[config.mk]
export PLATFORM = sky130hd
export DESIGN_NAME = bw_pred_regfile
export DESIGN_NICKNAME = d
export VERILOG_FILES = /design/src/rtl/bw_pred_regfile_pkg.sv /design/src/rtl/bw_pred_serdes.sv /design/src/rtl/bw_pred_regfile.sv
export SDC_FILE = /design/constraint.sdc
export NUM_CORES = 1
export LEC_CHECK = 0
export CORE_ASPECT_RATIO = 2
export CORE_MARGIN = 2
export CORE_UTILIZATION = 40
export CTS_BUF_LIST = sky130_fd_sc_hd__clkbuf_4 sky130_fd_sc_hd__clkbuf_8 sky130_fd_sc_hd__clkbuf_16
export CTS_CLUSTER_DIAMETER = 50
export DETAILED_ROUTE_END_ITERATION = 12
export PLACE_DENSITY = 0.61
export SYNTH_ARGS = -nofsm -noshare
export SYNTH_HDL_FRONTEND = slang
export SYNTH_SLANG_ARGS = --single-unit
[constraint.sdc]
create_clock -name clk -period 8.58 [get_ports clk]
set_input_delay 1.716 -clock clk [delete_from_list [all_inputs] [get_ports clk]]
set_output_delay 1.716 -clock clk [all_outputs]
set_load 0.05 [all_outputs]
[src/rtl/bw_pred_regfile_pkg.sv]
// Shared types and default sizing for the BlackWidow predicate register file.
package bw_pred_regfile_pkg;

    localparam int NPRED       = 64;
    localparam int PRED_BEAT_W = 8;
    localparam int PRED_PRW    = $clog2(NPRED);

    typedef logic [PRED_PRW-1:0] pred_idx_t;

    typedef enum logic [1:0] {
        IDLE    = 2'd0,
        SAVE    = 2'd1,
        RESTORE = 2'd2,
        COMMIT  = 2'd3
    } pred_fsm_t;

endpackage

[src/rtl/bw_pred_serdes.sv]
// Beat-serial save/restore engine: FSM, beat counter, save snapshot and restore shadow.
module bw_pred_serdes #(
    parameter int NPRED  = 64,
    parameter int BEAT_W = 8,
    parameter int PRW    = $clog2(NPRED)
) (
    input  logic              clk,
    input  logic              rst_n,
    input  logic [NPRED-1:0]  snap_src,
    input  logic              save_req,
    input  logic              restore_req,
    output logic [BEAT_W-1:0] sv_dat,
    output logic              sv_vld,
    input  logic              sv_rdy,
    input  logic [BEAT_W-1:0] rs_dat,
    input  logic              rs_vld,
    output logic              rs_rdy,
    output logic              busy,
    output logic              done,
    output logic [NPRED-1:0]  shadow,
    output logic              commit
);
    import bw_pred_regfile_pkg::*;

    localparam int NBEAT  = NPRED / BEAT_W;
    localparam int CW     = (NBEAT > 1) ? $clog2(NBEAT) : 1;
    localparam int BW_LOG = $clog2(BEAT_W);

    pred_fsm_t         state_q, state_d;
    logic [CW-1:0]     cnt_q, cnt_d;
    logic [NPRED-1:0]  snap_q, snap_d;
    logic [NPRED-1:0]  shadow_q, shadow_d;
    logic [BEAT_W-1:0] sv_dat_q, sv_dat_d;
    logic              sv_vld_q, rs_rdy_q, busy_q, done_q, done_d;
    logic              last_beat;
    logic [PRW-1:0]    wr_base, rd_base;

    // Beat index within the NPRED-bit vector; BEAT_W divides a power of two, so a shift suffices.
    assign last_beat = (cnt_q == CW'(NBEAT - 1));
    assign wr_base   = PRW'({cnt_q, {BW_LOG{1'b0}}});
    assign rd_base   = PRW'({cnt_d, {BW_LOG{1'b0}}});

    // Next-state, counter, snapshot/shadow capture and registered-output precompute.
    // NOTE: every always_comb target gets a default first, so no path can infer a latch.
    always_comb begin
        state_d  = state_q;
        cnt_d    = cnt_q;
        snap_d   = snap_q;
        shadow_d = shadow_q;
        done_d   = 1'b0;
        case (state_q)
            IDLE: begin
                if (save_req) begin
                    state_d = SAVE;
                    snap_d  = snap_src;
                    cnt_d   = '0;
                end else if (restore_req) begin
                    state_d = RESTORE;
                    cnt_d   = '0;
                end
            end
            SAVE: begin
                if (sv_vld_q && sv_rdy) begin
                    if (last_beat) begin
                        state_d = IDLE;
                        cnt_d   = '0;
                        done_d  = 1'b1;
                    end else begin
                        cnt_d = cnt_q + 1'b1;
                    end
                end
            end
            RESTORE: begin
                if (rs_vld && rs_rdy_q) begin
                    shadow_d[wr_base +: BEAT_W] = rs_dat;
                    if (last_beat) begin
                        state_d = COMMIT;
                        cnt_d   = '0;
                        done_d  = 1'b1;
                    end else begin
                        cnt_d = cnt_q + 1'b1;
                    end
                end
            end
            COMMIT:  state_d = IDLE;
            default: state_d = IDLE;
        endcase
        sv_dat_d = (state_d == SAVE) ? snap_d[rd_base +: BEAT_W] : '0;
    end

    // State, counter, snapshot/shadow and the registered handshake outputs.
    // NOTE: snapshot and shadow are plain flop vectors, so they take the async reset like any state;
    // that is what guarantees a partial shadow cannot survive a mid-restore reset.
    always_ff @(posedge clk or negedge rst_n) begin
        if (!rst_n) begin
            state_q  <= IDLE;
            cnt_q    <= '0;
            snap_q   <= '0;
            shadow_q <= '0;
            sv_dat_q <= '0;
            sv_vld_q <= 1'b0;
            rs_rdy_q <= 1'b0;
            busy_q   <= 1'b0;
            done_q   <= 1'b0;
        end else begin
            // NOTE: non-blocking assignments here so every flop samples pre-edge values.
            state_q  <= state_d;
            cnt_q    <= cnt_d;
            snap_q   <= snap_d;
            shadow_q <= shadow_d;
            sv_dat_q <= sv_dat_d;
            sv_vld_q <= (state_d == SAVE);
            rs_rdy_q <= (state_d == RESTORE);
            busy_q   <= (state_d != IDLE);
            done_q   <= done_d;
        end
    end

    assign sv_dat = sv_dat_q;
    assign sv_vld = sv_vld_q;
    assign rs_rdy = rs_rdy_q;
    assign busy   = busy_q;
    assign done   = done_q;
    assign shadow = shadow_q;
    assign commit = (state_q == COMMIT);

endmodule

[src/rtl/bw_pred_regfile.sv]
// BlackWidow predicate register file: storage, three read ports, writeback pair and save/restore engine.
module bw_pred_regfile #(
    parameter int NPRED  = bw_pred_regfile_pkg::NPRED,
    parameter int BEAT_W = bw_pred_regfile_pkg::PRED_BEAT_W,
    parameter int PRW    = $clog2(NPRED)
) (
    input  logic              clk,
    input  logic              rst_n,
    input  logic [PRW-1:0]    pRa,
    input  logic [PRW-1:0]    pRb,
    input  logic [PRW-1:0]    pRc,
    output logic              prfoa,
    output logic              prfob,
    output logic              prfoc,
    input  logic              wprfwr,
    input  logic [PRW-1:0]    wpRt1,
    input  logic [PRW-1:0]    wpRt2,
    input  logic              wpres,
    input  logic              save_req,
    input  logic              restore_req,
    output logic [BEAT_W-1:0] sv_dat,
    output logic              sv_vld,
    input  logic              sv_rdy,
    input  logic [BEAT_W-1:0] rs_dat,
    input  logic              rs_vld,
    output logic              rs_rdy,
    output logic              busy,
    output logic              done
);
    import bw_pred_regfile_pkg::*;

    logic [NPRED-1:0] storage_q, storage_d;
    logic [NPRED-1:0] shadow;
    logic             commit;

    // Write arbitration: commit overrides writeback; wpRt1 is applied last so it wins on a collision;
    // p0/p1 are pinned so writes to them are dropped.
    always_comb begin
        storage_d = storage_q;
        if (commit) begin
            storage_d = shadow;
        end else if (wprfwr) begin
            storage_d[wpRt2] = ~wpres;
            storage_d[wpRt1] = wpres;
        end
        storage_d[0] = 1'b0;
        storage_d[1] = 1'b1;
    end

    // Predicate storage.
    always_ff @(posedge clk or negedge rst_n) begin
        if (!rst_n) begin
            storage_q <= NPRED'(2'b10);
        end else begin
            storage_q <= storage_d;
        end
    end

    // Combinational reads with constant p0/p1; no write-to-read bypass.
    assign prfoa = (pRa == PRW'(0)) ? 1'b0 : (pRa == PRW'(1)) ? 1'b1 : storage_q[pRa];
    assign prfob = (pRb == PRW'(0)) ? 1'b0 : (pRb == PRW'(1)) ? 1'b1 : storage_q[pRb];
    assign prfoc = (pRc == PRW'(0)) ? 1'b0 : (pRc == PRW'(1)) ? 1'b1 : storage_q[pRc];

    // The snapshot source is storage_d so a write in the save_req cycle is captured.
    bw_pred_serdes #(
        .NPRED  (NPRED),
        .BEAT_W (BEAT_W),
        .PRW    (PRW)
    ) u_serdes (
        .clk         (clk),
        .rst_n       (rst_n),
        .snap_src    (storage_d),
        .save_req    (save_req),
        .restore_req (restore_req),
        .sv_dat      (sv_dat),
        .sv_vld      (sv_vld),
        .sv_rdy      (sv_rdy),
        .rs_dat      (rs_dat),
        .rs_vld      (rs_vld),
        .rs_rdy      (rs_rdy),
        .busy        (busy),
        .done        (done),
        .shadow      (shadow),
        .commit      (commit)
    );

endmodule

Yosys cells after proc, flatten, opt, wreduce, memory -nomap -nowiden
Cells that the tools add are included.
{"block": "word_totals", "register_bits": 207, "out_inout_bits": 15, "input_bits": 46}
{"block": "classes", "n_shift": 3, "add_sub_neg": 2, "muxes": 41, "n_reduce_logical": 10, "n_bitwise": 1, "n_eq_ne": 9, "order_cmp": 7}
{"op": "2-to-1 mux 64 bit", "count": 4}
{"op": "bitwise mux 64 bit", "count": 3}
{"op": "variable shift 8 x 8 -> 64 bit (first input constant)", "count": 1}
{"op": "variable part select 64 x 7 -> 8 bit", "count": 1}
{"op": "variable part select 8 x 8 -> 64 bit", "count": 1}
{"op": "less-than comparator 6 x 7 -> 1 bit (second input constant)", "count": 5}
{"op": "binary-select mux 1 bit (select 6 bit)", "count": 3}
{"op": "equality test 6 x 1 -> 1 bit (second input constant)", "count": 3}
{"op": "zero test 6 bit", "count": 3}
{"op": "2-to-1 mux 3 bit", "count": 5}
{"op": "2-to-1 mux 1 bit", "count": 14}
{"op": "demux 1 bit (select 6 bit)", "count": 2}
{"op": ">= comparator 6 x 1 -> 1 bit (second input constant)", "count": 2}
{"op": "2-to-1 mux 2 bit", "count": 6}
{"op": "one-hot mux 3 bit (3 select lines)", "count": 1}
{"op": "2-to-1 mux 8 bit", "count": 1}
{"op": "negation 6 -> 8 bit", "count": 1}
{"op": "one-hot mux 2 bit (4 select lines)", "count": 1}
{"op": "equality test 2 bit (second input constant)", "count": 3}
{"op": "equality test 2 x 1 -> 1 bit (second input constant)", "count": 2}
{"op": "logical AND 1 bit", "count": 4}
{"op": "adder 3 x 1 -> 3 bit (second input constant)", "count": 1}
{"op": "equality test 3 bit (second input constant)", "count": 1}
{"op": "zero test 2 bit", "count": 1}
{"op": "other kinds (4)", "count": 4}

Logic depth before layout (Yosys ltp)
Gate-level depths: netlist (run 1).
{"block": "depth", "word_depth": 12, "ltp_mapped": 11, "mapped_depth_nobuf": 10}

Hierarchy
From an unflattened synthesis (run 1), not the netlist that was laid out.
{"block": "unflattened", "hier_cells": 1426, "area_unflattened_um2": 12971.2}
{"module": "bw_pred_serdes", "area_per_inst_um2": 6538.8, "cells_each": 625, "instances": 1}
{"module": "bw_pred_regfile", "area_per_inst_um2": 6432.4, "cells_each": 801, "instances": 1}

Worst setup path after synthesis (run 1)
OpenSTA, ideal clock, no wires.
{"block": "synth_path", "kind": "input to output", "startpoint": "input port pRa[0]", "endpoint": "output port prfoa", "required_ns": 6.864, "stages": 5, "path_slack_ns": 3.091, "arrival_ns": 3.773, "cell_sequence": "buf_4 buf_2 mux4_2 mux4_2 mux4_2"}
{"block": "synth_via", "elab_chain_cells": 4}
{"item": "from (decl)", "line_no": "bw_pred_regfile.sv:9", "source": "input logic [PRW-1:0] pRa,"}
{"item": "binary-select mux 1 bit (select 6 bit)", "line_no": "bw_pred_regfile.sv:60", "source": "assign prfoa = (pRa == PRW'(0)) ? 1'b0 : (pRa == PRW'(1)) ? 1'b1 : storage_q[pRa];"}
{"item": "2-to-1 mux 1 bit (implied by the code)", "line_no": "bw_pred_regfile.sv:60"}
{"item": "2-to-1 mux 1 bit", "line_no": "bw_pred_regfile.sv:60"}
{"item": "2-to-1 mux 1 bit (*)", "line_no": "bw_pred_regfile.sv:60"}
{"item": "to (decl)", "line_no": "bw_pred_regfile.sv:12", "source": "output logic prfoa,"}
Every way passes the cells marked *; elsewhere a longest branch is shown, timed or not. The select of a mux whose other input is x is not followed.

Worst setup path in the final report (run 1)
{"block": "layout_path", "startpoint": "input port pRc[0]", "endpoint": "output port prfoc"}
{"block": "layout_via", "elab_chain_cells": 4}
{"item": "from (decl)", "line_no": "bw_pred_regfile.sv:11", "source": "input logic [PRW-1:0] pRc,"}
{"item": "binary-select mux 1 bit (select 6 bit)", "line_no": "bw_pred_regfile.sv:62", "source": "assign prfoc = (pRc == PRW'(0)) ? 1'b0 : (pRc == PRW'(1)) ? 1'b1 : storage_q[pRc];"}
{"item": "2-to-1 mux 1 bit (implied by the code)", "line_no": "bw_pred_regfile.sv:62"}
{"item": "2-to-1 mux 1 bit", "line_no": "bw_pred_regfile.sv:62"}
{"item": "2-to-1 mux 1 bit (*)", "line_no": "bw_pred_regfile.sv:62"}
{"item": "to (decl)", "line_no": "bw_pred_regfile.sv:14", "source": "output logic prfoc,"}
Marks and branches as above.

==> out/summary.txt, run 1 <==
Cells after Synth = 1510
Endpoint kind of the worst setup timing path = primary output
Placer congestion estimate = 1.03
Post-cts resize count = 0
First-iteration detailed-routing DRC count = 1352
Total power divided by cell area = 325 nW/µm²
Largest voltage drop on the vdd net = 0.187 mV
Worst Hold Class = flip-flop to flip-flop
Cell with the most instances after synthesis = sky130_fd_sc_hd__dfrtp_1
Clock Skews = 0.0189 ns
Num rows = 97
#FFs+latches synth = 205
Die extent in y = 269 µm
Top-Level Pins = 61
Synthesized area per cell = 9.32 µm²
TritonCTS clock tree = built
Clock Sink Count = 205
Width of the die = 137 µm
Worst Setup Start Kind = input pin
Wire length of the first global-routing pass = 85200 µm
DRT Wirelength = 56900 µm
Half-perimeter wire length after placement = 40300 µm
Final routed wire length divided by cell count = 29.5 µm
Async SR Flop Fraction = 100%
Most area-consuming cells after synthesis = sky130_fd_sc_hd__dfrtp_1 36%, sky130_fd_sc_hd__mux4_2 9.1%, sky130_fd_sc_hd__a21oi_1 4.8%, sky130_fd_sc_hd__nor2_1 4.5%, sky130_fd_sc_hd__mux2_2 4.4%
Critical Path AT = 5.20 ns
Portion of the post-synthesis area used by sequential elements = 36.5%
Grt total ovfl = 0
Worst slew pin tran = 1.31 ns
Worst max-slew margin expressed relative to the limit = 12.7%
Count of pins over their slew limit = 0
Number of CTS-inserted buffers = 21
Number of global-route vias before repair = 13200
Setup Crit Path Kind = input pin to primary output
Pin count of the biggest net entering global routing = 103
Synth-to-Final Area Change = 10.6%
Tmin final = 6.91 ns
Layout cells sized above 1 = 14.2%
Number of nets with antenna violations after routing = 0
Fill cell instance count of the final layout = 3351
Total negative slack for setup checks = 0 ns
Global Route Usage Sum = 31.1%
Clock root buffer = sky130_fd_sc_hd__clkbuf_16
DR vias/cell = 6.90
Hold-fix buffer count after cts = 0
Count of endpoints failing setup in the final report = 0
RSZ-0062 raised after global routing = false
Synth cell count leaders = 205 x sky130_fd_sc_hd__dfrtp_1, 169 x sky130_fd_sc_hd__nor2_1, 134 x sky130_fd_sc_hd__a21oi_1
Top cell type by total area after synthesis = sky130_fd_sc_hd__dfrtp_1
Crit path setup slack, layout = 1.67 ns
Post-place setup slack = 1.66 ns
Top FF cell, synth = sky130_fd_sc_hd__dfrtp_1
Count of different cell masters after synthesis = 79
Number of I/O port buffers = 60
Leakage power = 0.00602 µW
CTS H-tree lvls = 1
Proportion of netlist area held by the largest area contributor = 36.5%
Clock Pin Slew Worst Setup and Hold Paths = 0.07 ns
Starting density of the core = 40.4%
Required time of the worst setup path = 6.86 ns
Final number of hold-violating endpoints = 0
Number of flops mapped to enable cells by yosys = 0
Core Area = 34800 µm²
Maximum root-to-sink buffer count = 3
Clock latency at the later pin of the worst-skew pair = 0.52 ns
Cell area after synthesis = 14100 µm²
Initial antenna violation count = 0
Die area = 36800 µm²
Maximum fanout along the worst path = 18
Post-CTS setup buffers = 0
Status = completed
Via total after detailed routing = 13300
Post-route fraction of the period consumed by the critical path = 80.6%
DR pass1 iterations = 6
Syn Nets = 1564
Net total in the final layout = 1523
Number of warnings reported in the yosys synthesis log = 0
Total of max-cap violations = 0
DRC violations left = 0
Max Fclk = 145 MHz
[kinds of logic (layout without fill, tap and decap cells)]
| logic type | Yosys count | after routing | synth area share (%) |
|---|---|---|---|
| AOI/OAI and AO/OA | 478 | 478 | 23.2 |
| adders and majority gates | 8 | 8 | 0.712 |
| buffers and inverters | 169 | 141 | 5.08 |
| DFF | 205 | 205 | 36.5 |
| muxes | 151 | 151 | 16.3 |
| other | 0 | 4 | 0 |
| and+or+nand+nor | 499 | 499 | 18.3 |
[final cells by class]
cell class                 count  area (µm²)  area share (%)
antenna                        4        10.0          0.0643
clock buffer                  27         589            3.79
clock inverter                 9         154           0.989
inverter                      25        93.8           0.603
multi-input combinational   1136        8270            53.2
sequential                   205        5130            33.0
tap                          445         557            3.58
timing repair buffer          80         751            4.83
[registers in the layout, summed over array words and instances (netlist names)]
| name | flops |
|---|---|
| u_serdes.sv_vld | 1 |
| storage_q | 62 |
| u_serdes.rs_rdy | 1 |
| u_serdes.sv_dat | 8 |
| u_serdes.snap_q | 64 |
| u_serdes.done | 1 |
| u_serdes.shadow | 62 |
| u_serdes.cnt_q | 3 |
| u_serdes.state_q | 2 |
| u_serdes.busy | 1 |
[where the power goes]
part           switching [µW]  total, µW  internal (µW)
Sequential                493       1780           1290
Clock                     405       1010            606
Combinational            1350       2270            920
[final timing paths]
| kind | start | end | slack (ns) | cells after the start |
|---|---|---|---|---|
| setup / recovery | pRc[0] | prfoc | 1.67 | 9 |
| hold / removal | u_serdes.snap_q[6]$_DFF_PN0_ | u_serdes.snap_q[6]$_DFF_PN0_ | 0.49 | 2 |
| setup reg to reg | u_serdes.state_q[0]$_DFF_PN0_ | u_serdes.sv_dat[1]$_DFF_PN0_ | 4.49 | 11 |
| hold reg to reg | u_serdes.snap_q[6]$_DFF_PN0_ | u_serdes.snap_q[6]$_DFF_PN0_ | 0.49 | 2 |
| max in group asynchronous | rst_n | u_serdes.sv_dat[5]$_DFF_PN0_ | 6.02 | 2 |
| min in group asynchronous | rst_n | u_serdes.done$_DFF_PN0_ | 1.22 | 1 |
[layer usage]
layer	GRT usage, %	part of all wire (%)	vias to the layer above
met5	0	0	-
li1	-	-	5713
met4	25.9	11	0
met1	36.1	35	6556
met3	5.04	7.5	260
met2	49.4	47	798
[layout by cell type, fill, tap and decap left out, drive strengths merged, types with 14 or more instances in the layout]
master / synthesis / final
dfrtp: 205 / 205
nor2: 169 / 169
a21oi: 134 / 134
o211ai: 76 / 76
nor3: 69 / 69
nand2: 63 / 63
nand3: 58 / 58
mux4: 57 / 57
clkdlybuf4s50: 0 / 57
mux2: 55 / 55
a211oi: 53 / 53
o21ai: 51 / 51
o221ai: 41 / 41
mux2i: 39 / 39
clkbuf: 84 / 27
inv: 25 / 25
nor2b: 24 / 24
buf: 60 / 23
a31oi: 22 / 22
a21boi: 14 / 14
or3: 14 / 14
nand3b: 14 / 14
nor3b: 14 / 14
[metrics by stage]
step | cells | utilization (%) | hold WS [ns] | cell area (µm²) | total power, µW
after floorplan | 1510 | - | 0.425 | 14100 | 3120
after global placement | 1891 | 42.5 | 0.440 | 14800 | 3930
after detailed placement | 1891 | 42.5 | 0.462 | 14800 | 3990
after CTS | 1927 | 44.6 | 0.481 | 15500 | 5010
after global routing | 1927 | 44.6 | 0.496 | 15500 | 5300
final | 1931 | 44.7 | 0.486 | 15600 | 5060
[worst max-delay path, cell delays in order]
cell and delay [ns]:
sky130_fd_sc_hd__clkdlybuf4s50_1 1.21, sky130_fd_sc_hd__mux4_2 0.59, sky130_fd_sc_hd__nor2b_1 0.14, sky130_fd_sc_hd__a211oi_1 0.29, sky130_fd_sc_hd__o21ai_0 0.14, sky130_fd_sc_hd__o21a_1 0.12, sky130_fd_sc_hd__nor3_1 0.20, sky130_fd_sc_hd__nor2_1 0.08
sky130_fd_sc_hd__clkdlybuf4s50_1 0.70
(Power assumes the default switching activity.)
==> run 2, diff against run 1 <==
Clock period 8.58 ns to 7 ns, I/O delays scaled along.
==> run 2 against run 1 <==
  * Register-to-register slack worse by 1.7 ns
  * Via count fell by 0.80%
  * Critical path depth stayed put
  * Die area unchanged
  * Clock skew down 0.0080 ns
  * Sequential power increased by 22%
  * Sequential share of layout area about the same
  * Hold slack improved by 0.0012 ns
  * Non-clock buffer count rose by 3
  * Power rose by 23%
  * Critical endpoint unchanged
  * Highest routed layer is now met5
==> out/summary.txt, run 2 (synthesis gave the netlist of run 1 again) <==
Tmin final = 6.12 ns
Count of endpoints failing setup in the final report = 0 (unchanged)
Number of nets with antenna violations after routing = 0 (unchanged)
Most flop-heavy register = u_serdes.snap_q
Synth-to-Final Area Change = 10.7% (about the same)
Post-CTS setup buffers = 0 (unchanged)
Clock Sink Count = 205 (unchanged)
Worst Setup Start Kind = input pin
Global Route Usage Sum = 31.1% (-0.063 points)
Count of inserted antenna diode cells = 0 (-4)
Status = completed
Max Fclk = 163 MHz
Net total in the final layout = 1526 (+0.20%)
Maximum fanout along the worst path = 11 (-7)
DRC violations left = 0 (unchanged)
Worst slew pin tran = 1.11 ns (-0.195 ns)
Starting density of the core = 40.4% (unchanged)
Pin count of the biggest net entering global routing = 78 (-24%)
Final number of hold-violating endpoints = 0 (unchanged)
Required time of the worst setup path = 5.60 ns (-1.26 ns)
Most common cell after layout, fill and taps aside = sky130_fd_sc_hd__dfrtp_1
RSZ-0062 raised after global routing = false
Num rows = 97 (unchanged)
Setup Crit Path Kind = input pin to primary output
Total power divided by cell area = 398 nW/µm² (+22%)
Core Area = 34800 µm² (unchanged)
DR vias/cell = 6.84 (-0.85%)
First-iteration detailed-routing DRC count = 1237 (-8.5%)
Number of I/O port buffers = 60 (unchanged)
Grt total ovfl = 0 (unchanged)
Clock Pin Slew Worst Setup and Hold Paths = 0.07 ns (about the same)
Width of the die = 137 µm (unchanged)
Total of max-cap violations = 0 (unchanged)
Post-route fraction of the period consumed by the critical path = 87.5%
Clock Skews = 0.0109 ns (-0.00804 ns)
Largest voltage drop on the vdd net = 0.351 mV (+88%)
Clock latency at the later pin of the worst-skew pair = 0.53 ns (about the same)
Maximum root-to-sink buffer count = 3 (unchanged)
DR pass1 iterations = 7 (+1)
Utilization after layout = 44.7% (about the same)
Multi-input logic area = 8270 µm² (-0.11%)
Wire length of the first global-routing pass = 85100 µm (-0.14%)
Power Total = 6200 µW (+23%)
TritonCTS clock tree = built
Placer congestion estimate = 1.04 (+0.80%)
Critical Path AT = 4.72 ns (-0.48 ns)
Storage cell area = 5130 µm² (unchanged)
Hold-fix buffer count after cts = 0 (unchanged)
Leakage power = 0.00605 µW (+0.46%)
Die area = 36800 µm² (unchanged)
Routing usage on met3 = 5.68% (+0.64 points)
Endpoint kind of the worst setup timing path = primary output
Fill cell instance count of the final layout = 3344 (-0.21%)
Clock root buffer = sky130_fd_sc_hd__clkbuf_16
Global Route met1 Usage = 34.7% (-1.4 points)
Highest-count cells in the layout ignoring fill and taps = 205 x sky130_fd_sc_hd__dfrtp_1, 169 x sky130_fd_sc_hd__nor2_1, 134 x sky130_fd_sc_hd__a21oi_1, 76 x sky130_fd_sc_hd__o211ai_1, 67 x sky130_fd_sc_hd__nor3_1
Total negative slack for setup checks = 0 ns (unchanged)
Half-perimeter wire length after placement = 40700 µm (+0.83%)
Count of pins over their slew limit = 0 (unchanged)
Worst max-slew margin expressed relative to the limit = 25.6% (+13 points)
CTS H-tree lvls = 1 (unchanged)
Via total after detailed routing = 13200 (-0.80%)
Top-Level Pins = 61 (unchanged)
Post-cts resize count = 0 (unchanged)
Most used routing layer = met2
Met2 Usage GRT = 50.2% (+0.75 points)
Layout cells sized above 1 = 14.5% (+0.29 points)
Number of CTS-inserted buffers = 21 (unchanged)
Worst Hold Class = flip-flop to flip-flop
DRT Wirelength = 56400 µm (-0.95%)
Final routed wire length divided by cell count = 29.2 µm (-1.0%)
Die extent in y = 269 µm (unchanged)
Initial antenna violation count = 1 (+1)
Max FFs per register = 64 (unchanged)
Number of global-route vias before repair = 13200 (unchanged)
run 2: power breakdown:
group          switching (µW)  internal, µW
Sequential                601          1580
Combinational            1640          1130
Clock                     515           734
Total                    2760          3440
run 2: critical path, cell delays in order:
cell,delay (ns)
sky130_fd_sc_hd__clkdlybuf4s50_1,0.94
sky130_fd_sc_hd__buf_4,0.31
sky130_fd_sc_hd__mux4_2,0.50
sky130_fd_sc_hd__a211oi_1,0.32
sky130_fd_sc_hd__o21ai_0,0.14
sky130_fd_sc_hd__o21a_1,0.12
sky130_fd_sc_hd__nor3_1,0.20
sky130_fd_sc_hd__nor2_1,0.08
sky130_fd_sc_hd__clkdlybuf4s50_1,0.70
run 2: area by class of cell:
class | count | share of cell area, %
Inverter | 25 | 0.603
Multi-Input combinational cell | 1136 | 53.1
Tap cell | 445 | 3.58
Clock inverter | 13 | 1.18
Sequential cell | 205 | 32.9
Clock buffer | 25 | 3.65
Timing Repair Buffer | 83 | 4.97
run 2: through the flow:
| stage | cell area [µm²] | std cells | hold WS, ns | setup WS [ns] |
|---|---|---|---|---|
| 4_1_cts | 15600 | 1932 | 0.475 | 0.879 |
| 3_5_place_dp | 14800 | 1894 | 0.452 | 0.891 |
| 6_report | 15600 | 1932 | 0.487 | 0.878 |
| 2_1_floorplan | 14100 | 1510 | 0.425 | 2.14 |
| 5_1_grt | 15600 | 1932 | 0.500 | 0.657 |
| 3_3_place_gp | 14800 | 1894 | 0.441 | 0.876 |
run 2: final timing paths:
kind                                                    start                            end  slack (ns)  depth (start not counted)
worst max-delay path                                   pRc[0]                          prfoc        0.88                          9
worst min-delay path            u_serdes.snap_q[14]$_DFF_PN0_  u_serdes.snap_q[14]$_DFF_PN0_        0.49                          2
worst max register to register  u_serdes.state_q[0]$_DFF_PN0_   u_serdes.sv_dat[4]$_DFF_PN0_        2.80                         10
worst min register to register  u_serdes.snap_q[14]$_DFF_PN0_  u_serdes.snap_q[14]$_DFF_PN0_        0.49                          2
max in group asynchronous                               rst_n        storage_q[46]$_DFF_PN0_        4.81                          2
min in group asynchronous                               rst_n        u_serdes.busy$_DFF_PN0_        0.78                          1
run 2: per-layer routing:
metal / routed length, µm / part of all wire (%)
met5: 14 / 0.025
met4: 6090 / 11
met3: 3780 / 6.7
met2: 26800 / 48
met1: 19700 / 35
==> run 3, diff against run 2 <==
Settings changed: CELL_PAD_IN_SITES_DETAIL_PLACEMENT set to 1, CELL_PAD_IN_SITES_GLOBAL_PLACEMENT set to 2, PLACE_DENSITY 0.61 to 0.86.
==> run 3 against run 2 <==
  * Clock power is 5% lower
  * Global-route usage is 4.2 points higher
  * Clock-buffer cell count is 4 higher
  * Sequential share of layout area hardly changed
  * Combinational power is 3% higher
  * Sequential cell count stayed put
  * Fmax is 2.5% higher
  * Via count is 4.3% higher
  * Worst setup slack better by 0.15 ns
  * Clock skew is 0.010 ns higher
==> out/summary.txt, run 3 (synthesis gave the netlist of run 1 again) <==
Die extent in y = 269 µm (unchanged)
Detailed-route wire length on metal 1 = 22500 µm (+14%)
Cell type with the highest occurrence count on the critical path = sky130_fd_sc_hd__clkdlybuf4s50_1
Synth-to-Final Area Change = 10.8% (about the same)
Critical-path top delay cell = sky130_fd_sc_hd__clkdlybuf4s50_1
Global Route Usage Sum = 35.2% (+4.2 points)
Post-route fraction of the period consumed by the critical path = 85.3% (-2.2 points)
Endpoint kind of the worst setup timing path = primary output
Worst slew pin tran = 1.22 ns (+0.112 ns)
Number of global-route vias before repair = 14000 (+6.6%)
Core Area = 34800 µm² (unchanged)
Post-cts resize count = 0 (unchanged)
Width of the die = 137 µm (unchanged)
Status = completed
Initial antenna violation count = 5 (+4)
Wire length of the first global-routing pass = 94800 µm (+11%)
Most flop-heavy register = u_serdes.snap_q
Filler-free cell count of the finished design = 1941 (+0.47%)
Die area = 36800 µm² (unchanged)
Total negative slack for setup checks = 0 ns (unchanged)
Worst Hold Class = flip-flop to flip-flop
Number of I/O port buffers = 60 (unchanged)
Count of cells along the worst register-to-register path = 9 (-1)
Top-Level Pins = 61 (unchanged)
Via total after detailed routing = 13800 (+4.3%)
Number of CTS-inserted buffers = 22 (+4.8%)
Top routing layer in use = met4
Layout cells sized above 1 = 14.7% (+0.22 points)
Maximum cell stage delay along the critical path = 0.95 ns (about the same)
Largest voltage drop on the vdd net = 0.248 mV (-29%)
CTS H-tree lvls = 1 (unchanged)
Number of nets with antenna violations after routing = 0 (unchanged)
Clock root buffer = sky130_fd_sc_hd__clkbuf_16
First-iteration detailed-routing DRC count = 1391 (+12%)
DR vias/cell = 7.11 (+3.8%)
Fill cell instance count of the final layout = 3959 (+18%)
Clock Pin Slew Worst Setup and Hold Paths = 0.07 ns (about the same)
Net total in the final layout = 1532 (+0.39%)
Most common cell after layout, fill and taps aside = sky130_fd_sc_hd__dfrtp_1
TritonCTS clock tree = built
Half-perimeter wire length after placement = 46000 µm (+13%)
Worst Setup Start Kind = input pin
Worst max-slew margin expressed relative to the limit = 18.0% (-7.6 points)
Highest-count cells in the layout ignoring fill and taps = 205 x sky130_fd_sc_hd__dfrtp_1, 169 x sky130_fd_sc_hd__nor2_1, 134 x sky130_fd_sc_hd__a21oi_1, 76 x sky130_fd_sc_hd__o211ai_1, 67 x sky130_fd_sc_hd__nor3_1
Hold Path Origin = u_serdes.snap_q[14]$_DFF_PN0_
Count of pins over their slew limit = 0 (unchanged)
Num rows = 97 (unchanged)
Maximum root-to-sink buffer count = 3 (unchanged)
Starting density of the core = 40.4% (unchanged)
Clock Skews = 0.0210 ns (+0.0101 ns)
Cell Count Post-Placement = 1899 (+0.26%)
Required time of the worst setup path = 5.60 ns (about the same)
Placer congestion estimate = 1.01 (-3.1%)
Clock latency at the later pin of the worst-skew pair = 0.54 ns (about the same)
Pin count of the biggest net entering global routing = 118 (+51%)
Final routed wire length divided by cell count = 33.1 µm (+13%)
Amount of wire on met2 after detailed routing = 31000 µm (+15%)
RSZ-0062 raised after global routing = false
Total of max-cap violations = 0 (unchanged)
List of cells traversed by the critical path = clkdlybuf4s50_1 -> mux4_2 -> nor2b_1 -> a211oi_1 -> o21ai_0 -> o21a_1 -> nor3_1 -> nor2_1 -> clkdlybuf4s50_1
Critical Path AT = 4.57 ns (-0.15 ns)
Leakage power = 0.00605 µW (about the same)
Max Fclk = 167 MHz (+2.5%)
Maximum fanout along the worst path = 13 (+2)
DRT Wirelength = 64200 µm (+14%)
DRC violations left = 0 (unchanged)
DR pass1 iterations = 6 (-1)
Register-to-Register Setup Slack = 3.14 ns (+0.34 ns)
Worst Hold Path EP = u_serdes.snap_q[14]$_DFF_PN0_
Worst hold path depth = 2 (unchanged)
Clock Sink Count = 205 (unchanged)
Post-CTS setup buffers = 0 (unchanged)
Met3 wire length = 4690 µm (+24%)
Total power divided by cell area = 409 nW/µm² (+2.8%)
Power Total = 6380 µW (+2.9%)
Tmin final = 5.97 ns (-0.151 ns)
Max FFs per register = 64 (unchanged)
Grt total ovfl = 0 (unchanged)
Setup Crit Path Kind = input pin to primary output
Source of the worst register-to-register timing path = u_serdes.cnt_q[0]$_DFF_PN0_
Reg2reg end = u_serdes.sv_dat[4]$_DFF_PN0_
Count of endpoints failing setup in the final report = 0 (unchanged)
Hold-fix buffer count after cts = 0 (unchanged)
Final number of hold-violating endpoints = 0 (unchanged)
-- run 3: how the worst max path moves through the flow --
stage          startpoint    end  slack, ns
3_3_place_gp       pRc[0]  prfoc       1.06
6_report           pRc[0]  prfoc       1.03
5_1_grt            pRc[0]  prfoc       0.81
2_1_floorplan      pRa[0]  prfoa       2.14
4_1_cts            pRc[0]  prfoc       1.02
3_5_place_dp       pRc[0]  prfoc       1.02
-- run 3: layer usage --
layer / GRT usage [%] / vias up
li1: - / 5730
met2: 56.6 / 710
met5: 0 / -
met3: 7.86 / 292
met4: 26.6 / 0
met1: 40.1 / 7059
-- run 3: critical path: cells and delay by family --
kind	cells	cell delay (ns)
and+or+nand+nor	3	0.33
muxes	1	0.58
buffers and inverters	2	1.66
AOI/OAI and AO/OA	3	0.59
-- run 3: area by class of cell --
class	instances	area [µm²]	area share, %
antenna	4	10.0	0.0642
clock buffer	29	639	4.10
clock inverter	9	73.8	0.474
inverter	25	93.8	0.602
multi-input combinational	1136	8270	53.1
sequential	205	5130	32.9
tap	445	557	3.57
timing repair buffer	88	811	5.20
-- run 3: report_power, final --
group / total [µW] / switching (µW) / internal, µW
Clock: 1190 / 535 / 652
Sequential: 2340 / 767 / 1570
Combinational: 2850 / 1710 / 1140
Total: 6380 / 3010 / 3360
-- run 3: through the flow --
| step | setup WS, ns | hold slack [ns] | util [%] | cell area [µm²] |
|---|---|---|---|---|
| final | 1.03 | 0.488 | 44.7 | 15600 |
| after global placement | 1.06 | 0.445 | 42.7 | 14900 |
| after CTS | 1.02 | 0.487 | 44.7 | 15600 |
| after global routing | 0.811 | 0.501 | 44.7 | 15600 |
| after floorplan | 2.14 | 0.425 | - | 14100 |
| after detailed placement | 1.02 | 0.470 | 42.7 | 14900 |
